==> config.mk <==
export PLATFORM = sky130hd
export DESIGN_NAME = motor_bank_driver
export DESIGN_NICKNAME = d
export VERILOG_FILES = /design/src/rtl/motor_bank_driver.sv
export SDC_FILE = /design/constraint.sdc
export NUM_CORES = 1
export LEC_CHECK = 0
export ABC_AREA = 1
export BUFFER_PORTS_ARGS = -buffer_cell sky130_fd_sc_hd__clkbuf_2
export CORE_MARGIN = 2
export CORE_UTILIZATION = 40
export CTS_BUF_LIST = sky130_fd_sc_hd__clkbuf_4
export CTS_CLUSTER_DIAMETER = 80
export DETAILED_ROUTE_END_ITERATION = 16
export GPL_ROUTABILITY_DRIVEN = 0
export PLACE_DENSITY = 0.59
export SYNTH_ARGS = -nofsm -noshare
export SYNTH_HDL_FRONTEND = slang
export SYNTH_SLANG_ARGS = --single-unit
==> constraint.sdc <==
create_clock -name clock -period 2.1 [get_ports clock]
set_input_delay 0.315 -clock clock [delete_from_list [all_inputs] [get_ports clock]]
set_output_delay 0.315 -clock clock [all_outputs]
set_load 0.02 [all_outputs]
==> src/rtl/motor_bank_driver.sv <==
// Multi-channel BLDC bridge driver: hall-sensor commutation, shared PWM,
// per-switch dead-time insertion, brake, and latched invalid-hall/stall faults.
module motor_bank_driver #(
    parameter int NUM_MOTORS   = 5,
    parameter int DUTY_WIDTH   = 9,
    parameter int DEAD_TIME    = 2,
    parameter int HALL_TIMEOUT = 1000000
) (
    input  logic                             clock,
    input  logic                             reset_n,
    input  logic [NUM_MOTORS-1:0]            enable,
    input  logic [NUM_MOTORS-1:0]            dir,
    input  logic [NUM_MOTORS-1:0]            brake,
    input  logic [NUM_MOTORS*DUTY_WIDTH-1:0] duty,
    input  logic [NUM_MOTORS*3-1:0]          hall,
    input  logic [NUM_MOTORS-1:0]            fault_clear,
    output logic [NUM_MOTORS*6-1:0]          phase_outputs,
    output logic [NUM_MOTORS-1:0]            fault
);

    localparam int STALL_W = $clog2(HALL_TIMEOUT + 1);
    localparam logic [STALL_W-1:0]    STALL_MAX = STALL_W'(HALL_TIMEOUT);
    localparam logic [STALL_W-1:0]    STALL_ONE = STALL_W'(1);
    localparam logic [DUTY_WIDTH-1:0] PWM_LAST  = {{(DUTY_WIDTH-1){1'b1}}, 1'b0};
    localparam logic [DUTY_WIDTH-1:0] PWM_ONE   = DUTY_WIDTH'(1);
    localparam logic [3:0]            DT_CYC    = 4'(DEAD_TIME);

    localparam logic [1:0] ST_IDLE  = 2'd0;
    localparam logic [1:0] ST_RUN   = 2'd1;
    localparam logic [1:0] ST_BRAKE = 2'd2;
    localparam logic [1:0] ST_FAULT = 2'd3;

    // Returns {high phase, low phase}, each one-hot as {A,B,C}; zero for 000/111.
    function automatic logic [5:0] commutate(input logic [2:0] h, input logic fwd);
        logic [2:0] hi;
        logic [2:0] lo;
        hi = 3'b000;
        lo = 3'b000;
        case (h)
            3'b101: begin hi = 3'b100; lo = 3'b010; end
            3'b100: begin hi = 3'b100; lo = 3'b001; end
            3'b110: begin hi = 3'b010; lo = 3'b001; end
            3'b010: begin hi = 3'b010; lo = 3'b100; end
            3'b011: begin hi = 3'b001; lo = 3'b100; end
            3'b001: begin hi = 3'b001; lo = 3'b010; end
            default: begin hi = 3'b000; lo = 3'b000; end
        endcase
        return fwd ? {hi, lo} : {lo, hi};
    endfunction

    function automatic logic [5:0] switch_map(input logic [2:0] hi, input logic [2:0] lo,
                                              input logic pwm);
        return {hi[2] & pwm, lo[2], hi[1] & pwm, lo[1], hi[0] & pwm, lo[0]};
    endfunction

    logic [DUTY_WIDTH-1:0] pwm_q, pwm_d;

    assign pwm_d = (pwm_q == PWM_LAST) ? '0 : pwm_q + PWM_ONE;

    always_ff @(posedge clock) begin
        if (!reset_n) pwm_q <= '0;
        else          pwm_q <= pwm_d;
    end

    for (genvar k = 0; k < NUM_MOTORS; k++) begin : g_ch
        logic [2:0]            sync1_q, sync2_q, hall_prev_q;
        logic [1:0]            state_q, state_d;
        logic                  bad_q, bad_d;
        logic                  fault_q;
        logic [STALL_W-1:0]    stall_q, stall_d;
        logic [5:0]            out_q, out_d, sw_req;
        logic [3:0]            off_q [6];
        logic [3:0]            off_d [6];
        logic [DUTY_WIDTH-1:0] duty_k;
        logic [5:0]            comm;
        logic                  hall_bad, hall_chg, stall_hit, inv_fault, pwm_on;

        assign duty_k    = duty[k*DUTY_WIDTH +: DUTY_WIDTH];
        assign hall_bad  = (sync2_q == 3'b000) || (sync2_q == 3'b111);
        assign hall_chg  = (sync2_q != hall_prev_q);
        assign pwm_on    = (pwm_q < duty_k);
        assign stall_hit = (state_q == ST_RUN) && (stall_q >= STALL_MAX);
        assign inv_fault = (state_q == ST_RUN) && hall_bad && bad_q;
        assign comm      = commutate(sync2_q, dir[k]);
        assign bad_d     = (state_q == ST_RUN) && hall_bad;

        always_comb begin
            state_d = state_q;
            case (state_q)
                ST_IDLE: begin
                    if (brake[k])       state_d = ST_BRAKE;
                    else if (enable[k]) state_d = ST_RUN;
                end
                ST_RUN: begin
                    if (stall_hit || inv_fault) state_d = ST_FAULT;
                    else if (brake[k])          state_d = ST_BRAKE;
                    else if (!enable[k])        state_d = ST_IDLE;
                end
                ST_BRAKE: begin
                    if (!brake[k]) state_d = enable[k] ? ST_RUN : ST_IDLE;
                end
                default: begin
                    // A clear coinciding with a still-invalid hall keeps the latch.
                    if (fault_clear[k] && !hall_bad) state_d = ST_IDLE;
                end
            endcase
        end

        always_comb begin
            stall_d = stall_q;
            if ((state_q != ST_RUN) || hall_chg)
                stall_d = '0;
            else if ((duty_k != '0) && (stall_q < STALL_MAX))
                stall_d = stall_q + STALL_ONE;
        end

        // Outputs follow the next state so they switch in step with the FSM.
        always_comb begin
            sw_req = 6'b000000;
            case (state_d)
                ST_RUN:   sw_req = switch_map(comm[5:3], comm[2:0], pwm_on);
                ST_BRAKE: sw_req = 6'b010101;
                default:  sw_req = 6'b000000;
            endcase
        end

        // Bits pair as (2p+1, 2p) = (high, low), so the complement of bit i is i^1.
        always_comb begin
            out_d = 6'b000000;
            for (int i = 0; i < 6; i++) begin
                out_d[i] = sw_req[i] && (off_q[i ^ 1] >= DT_CYC);
                if (out_d[i])              off_d[i] = 4'd0;
                else if (off_q[i] < DT_CYC) off_d[i] = off_q[i] + 4'd1;
                else                       off_d[i] = off_q[i];
            end
        end

        always_ff @(posedge clock) begin
            if (!reset_n) begin
                sync1_q     <= 3'b000;
                sync2_q     <= 3'b000;
                hall_prev_q <= 3'b000;
                state_q     <= ST_IDLE;
                bad_q       <= 1'b0;
                fault_q     <= 1'b0;
                stall_q     <= '0;
                out_q       <= 6'b000000;
                for (int i = 0; i < 6; i++) off_q[i] <= 4'd0;
            end else begin
                sync1_q     <= hall[3*k +: 3];
                sync2_q     <= sync1_q;
                hall_prev_q <= sync2_q;
                state_q     <= state_d;
                bad_q       <= bad_d;
                fault_q     <= (state_d == ST_FAULT);
                stall_q     <= stall_d;
                out_q       <= out_d;
                for (int i = 0; i < 6; i++) off_q[i] <= off_d[i];
            end
        end

        assign phase_outputs[6*k +: 6] = out_q;
        assign fault[k]                = fault_q;
    end

endmodule

==> results.tsv <==
stage	metric	value	unit
placed_design	io_buffers	116	
worst_setup_path	reg2reg_to	g_ch[2].off_q[3][0]	
worst_setup_path	rrSetupSlack	-0.15	ns
worst_setup_path	startpoint_type	flip-flop	
synthesis	synth_area	17200	um2
synthesis	async_reset_ff_frac	0	
synthesis	ys_ff_latch	324	
synthesis	yosysTopAreaCellShare	0.377	
worst_setup_path	reg2reg_depth	15	
synthesis	ys_warn_count	0	
global_route	overflow	0	
cells_and_area	post-route-util	0.535	
sta	hold_violations	0	
synthesis	yosys.area.top_type	dfxtp_1	
synthesis	syn_avg_cell_area	6.91	um2
worst_setup_path	cp.arrival	2.91	ns
placed_design	dpl-instance-area	19800	um2
cells_and_area	stdcell_area	22600	um2
worst_setup_path	worstSetupEndpoint	g_ch[2].off_q[3][0]	
worst_setup_path	required	2.77	ns
cts	cts_sinks	324	
synthesis	yosysMostFrequentCell	nand2_1	
sta	holdWs	0.0719	ns
drt	initialDrtViolationCount	651	
sta	finalSetupViolCount	50	
outcome	violations	negative setup slack	
drt	avgViaCountPerCell	4.61	
cts	cts_buffer_depth	3	
cells_and_area	fill_cells	4103	
power_and_ir_drop	irDropWorstVdd	602	uV
cts	clock_latency	0.79	ns
sta	max_freq	0.445	GHz
floorplan	die_h	211	um
drt	met3_length	1800	um
hold_path	hp-class	input pin to flip-flop	
global_route	grt_pass1_wl	70500	um
global_route	grt_pass1_vias	15800	
synthesis	ys_top_cells_by_count	nand2_1, nor2_1, inv_1	
synthesis	ys_types	46	
sta	rsz0062_at_grt	true	
cts	cts.htree.levels	3	
placed_design	dp_hpwl	30500	um
synthesis	synth-edff-count	0	
synthesis	ys.flop_type	dfxtp_1	
global_route	grt_max_degree	41	
placed_design	place_worst_setup_slack	-0.330	ns
floorplan	row_count	75	
cells_and_area	nNetsFinal	3136	
global_route	antenna_found_initial	3	
power_and_ir_drop	power_density	759	nW/um2
drt	drc	0	
cells_and_area	area_growth_syn_to_layout	31.3	%
drt	dr.pass1.iters	5	
sta	worst_slew_pin_slew	0.726	ns
floorplan	core	42200	um2
sta	drv_slew	0	
sta	period_share	1.07	
synthesis	ys_top_cells_by_area	dfxtp_1, nand2_1, nor2_1, ha_1, inv_1	
cts	tritoncts	built	
synthesis	syn_nets	2698	
sta	slew_headroom	0.516	
synthesis	netlist_instances	2488	
cts	clk_pin_slew	0.06	ns
worst_setup_path	end_kind	flip-flop	
cts	cts_buffers	90	
outcome	outcome	finished, violations left	
sta	period_needed	2.25	ns
global_route	grtUsageTotal	0.191	
cts	cts_root_buf	clkbuf_4	
worst_setup_path	path_class	flip-flop to flip-flop	
drt	via_count	16300	
cells_and_area	drive_gt1_frac	0.264	
drt	met1_length	19800	um
synthesis	yosysSeqAreaShare	0.377	
sta	final.setup.worst_slack	-0.146	ns
drt	wl_per_cell	12.2	um
sta	fin_worst_skew	0.0431	ns
drt	maxUsedRoutingLayer	met4	
worst_setup_path	crit_start	g_ch[2].stall_q[9]	
drt	routed_wl	43100	um
drt	ant_nets	0	
floorplan	pin_count	117	
job	cap_viol_max_count	0	
floorplan	initial_core_util	0.407	
floorplan	die_area	44700	um2
power_and_ir_drop	leakagePower	10.8	nW
floorplan	die_w	211	um
worst_setup_path	reg2reg_from	g_ch[2].stall_q[9]	
worst_setup_path	crit_fanout	4	
drt	wl_met2	20300	um
==> cell type report <==
class / count / area [um2] / share of cell area
antenna: 4 / 10.0 / 0.000443
clock buffer: 127 / 953 / 0.0422
clock inverter: 29 / 115 / 0.00510
inverter: 385 / 1460 / 0.0648
multi-input combinational: 1729 / 9940 / 0.440
sequential: 324 / 6550 / 0.290
tap: 539 / 674 / 0.0299
timing repair buffer: 396 / 2890 / 0.128
==> routing by layer <==
layer,global-route usage,vias to the layer above
li1,-,8658
met1,0.232,7268
met2,0.329,270
met3,0.0435,81
met4,0.0741,0
met5,0,-
==> what timing repair did <==
action | CTS | global route
setup endpoints to repair | 142 | 169
gates cloned | 0 | 3
endpoints found under the hold margin | 44 | 0
buffers inserted | 12 | 19
pin swaps | 52 | 97
gates resized for setup | 104 | 261
hold buffers | 42 | 0
==> flip-flops by register name, indices dropped and copies added (netlist names) <==
register          cells
g_ch.off_q          120
g_ch.stall_q        100
g_ch.out_q           30
g_ch.hall_prev_q     15
g_ch.sync1_q         15
g_ch.sync2_q         15
g_ch.state_q         10
pwm_q                 9
g_ch.bad_q            5
g_ch.fault_q          5
==> placed cells by master, fill, tap and decap left out, drive strengths merged, types with 17 or more instances in the layout <==
| cell type | instances |
|---|---|
| clkbuf | 243 |
| dfxtp | 324 |
| o21ai | 61 |
| inv | 386 |
| xnor2 | 24 |
| xor2 | 66 |
| ha | 128 |
| nand4 | 27 |
| nand2 | 619 |
| o211ai | 17 |
| buf | 238 |
| or2 | 21 |
| nand3 | 95 |
| dlygate4sd3 | 42 |
| clkinv | 27 |
| a21oi | 129 |
| nor3 | 37 |
| nor2 | 443 |
==> metrics by stage <==
step                TNS [ns]  std cells  power [W]
finish                 -3.97       3533     0.0172
global route          -17.30       3533     0.0185
CTS                    -1.48       3508     0.0170
detailed placement    -16.99       3298     0.0112
global placement      -13.86       3298     0.0110
floorplan                  0       2488     0.0102
==> worst max-delay path, stage by stage, from the launching register on <==
cell and delay [ns]:
dfxtp_4 0.35, nand2_2 0.09, nand3_2 0.08, inv_2 0.06, o21ai_2 0.05, nand2_1 0.10
nand3_2 0.09, nand2_2 0.09, nand2_2 0.07, nor2_4 0.14, ha_4 0.22, nor3_4 0.18
o2111a_2 0.25, nand3b_1 0.16, nand2_2 0.14, nor2_1 0.05
==> where the power goes <==
part	switching, W	internal [W]
clock network	0.00267	0.00277
registers	0.000599	0.00688
logic	0.00238	0.00185
==> cell families (layout without fill, tap and decap cells) <==
group | after synthesis | after routing | share of synthesized area
DFF | 324 | 324 | 0.377
AOI/OAI and AO/OA | 245 | 245 | 0.0817
buffers and inverters | 435 | 937 | 0.100
xor gates and xnor gates | 90 | 90 | 0.0458
and+or+nand+nor | 1266 | 1266 | 0.302
other | 0 | 4 | 0
adders and majority gates | 128 | 128 | 0.0931
==> worst min-delay path by stage <==
stage	from	to	cells after the start
floorplan	g_ch[0].sync1_q[0]	g_ch[0].sync2_q[0]	2
global placement	g_ch[4].sync1_q[0]	g_ch[4].sync2_q[0]	2
detailed placement	g_ch[3].sync1_q[0]	g_ch[3].sync2_q[0]	2
CTS	dir[0]	g_ch[0].out_q[5]	4
global route	dir[0]	g_ch[0].out_q[5]	4
finish	dir[0]	g_ch[0].out_q[5]	4
(Power assumes the default switching activity.)
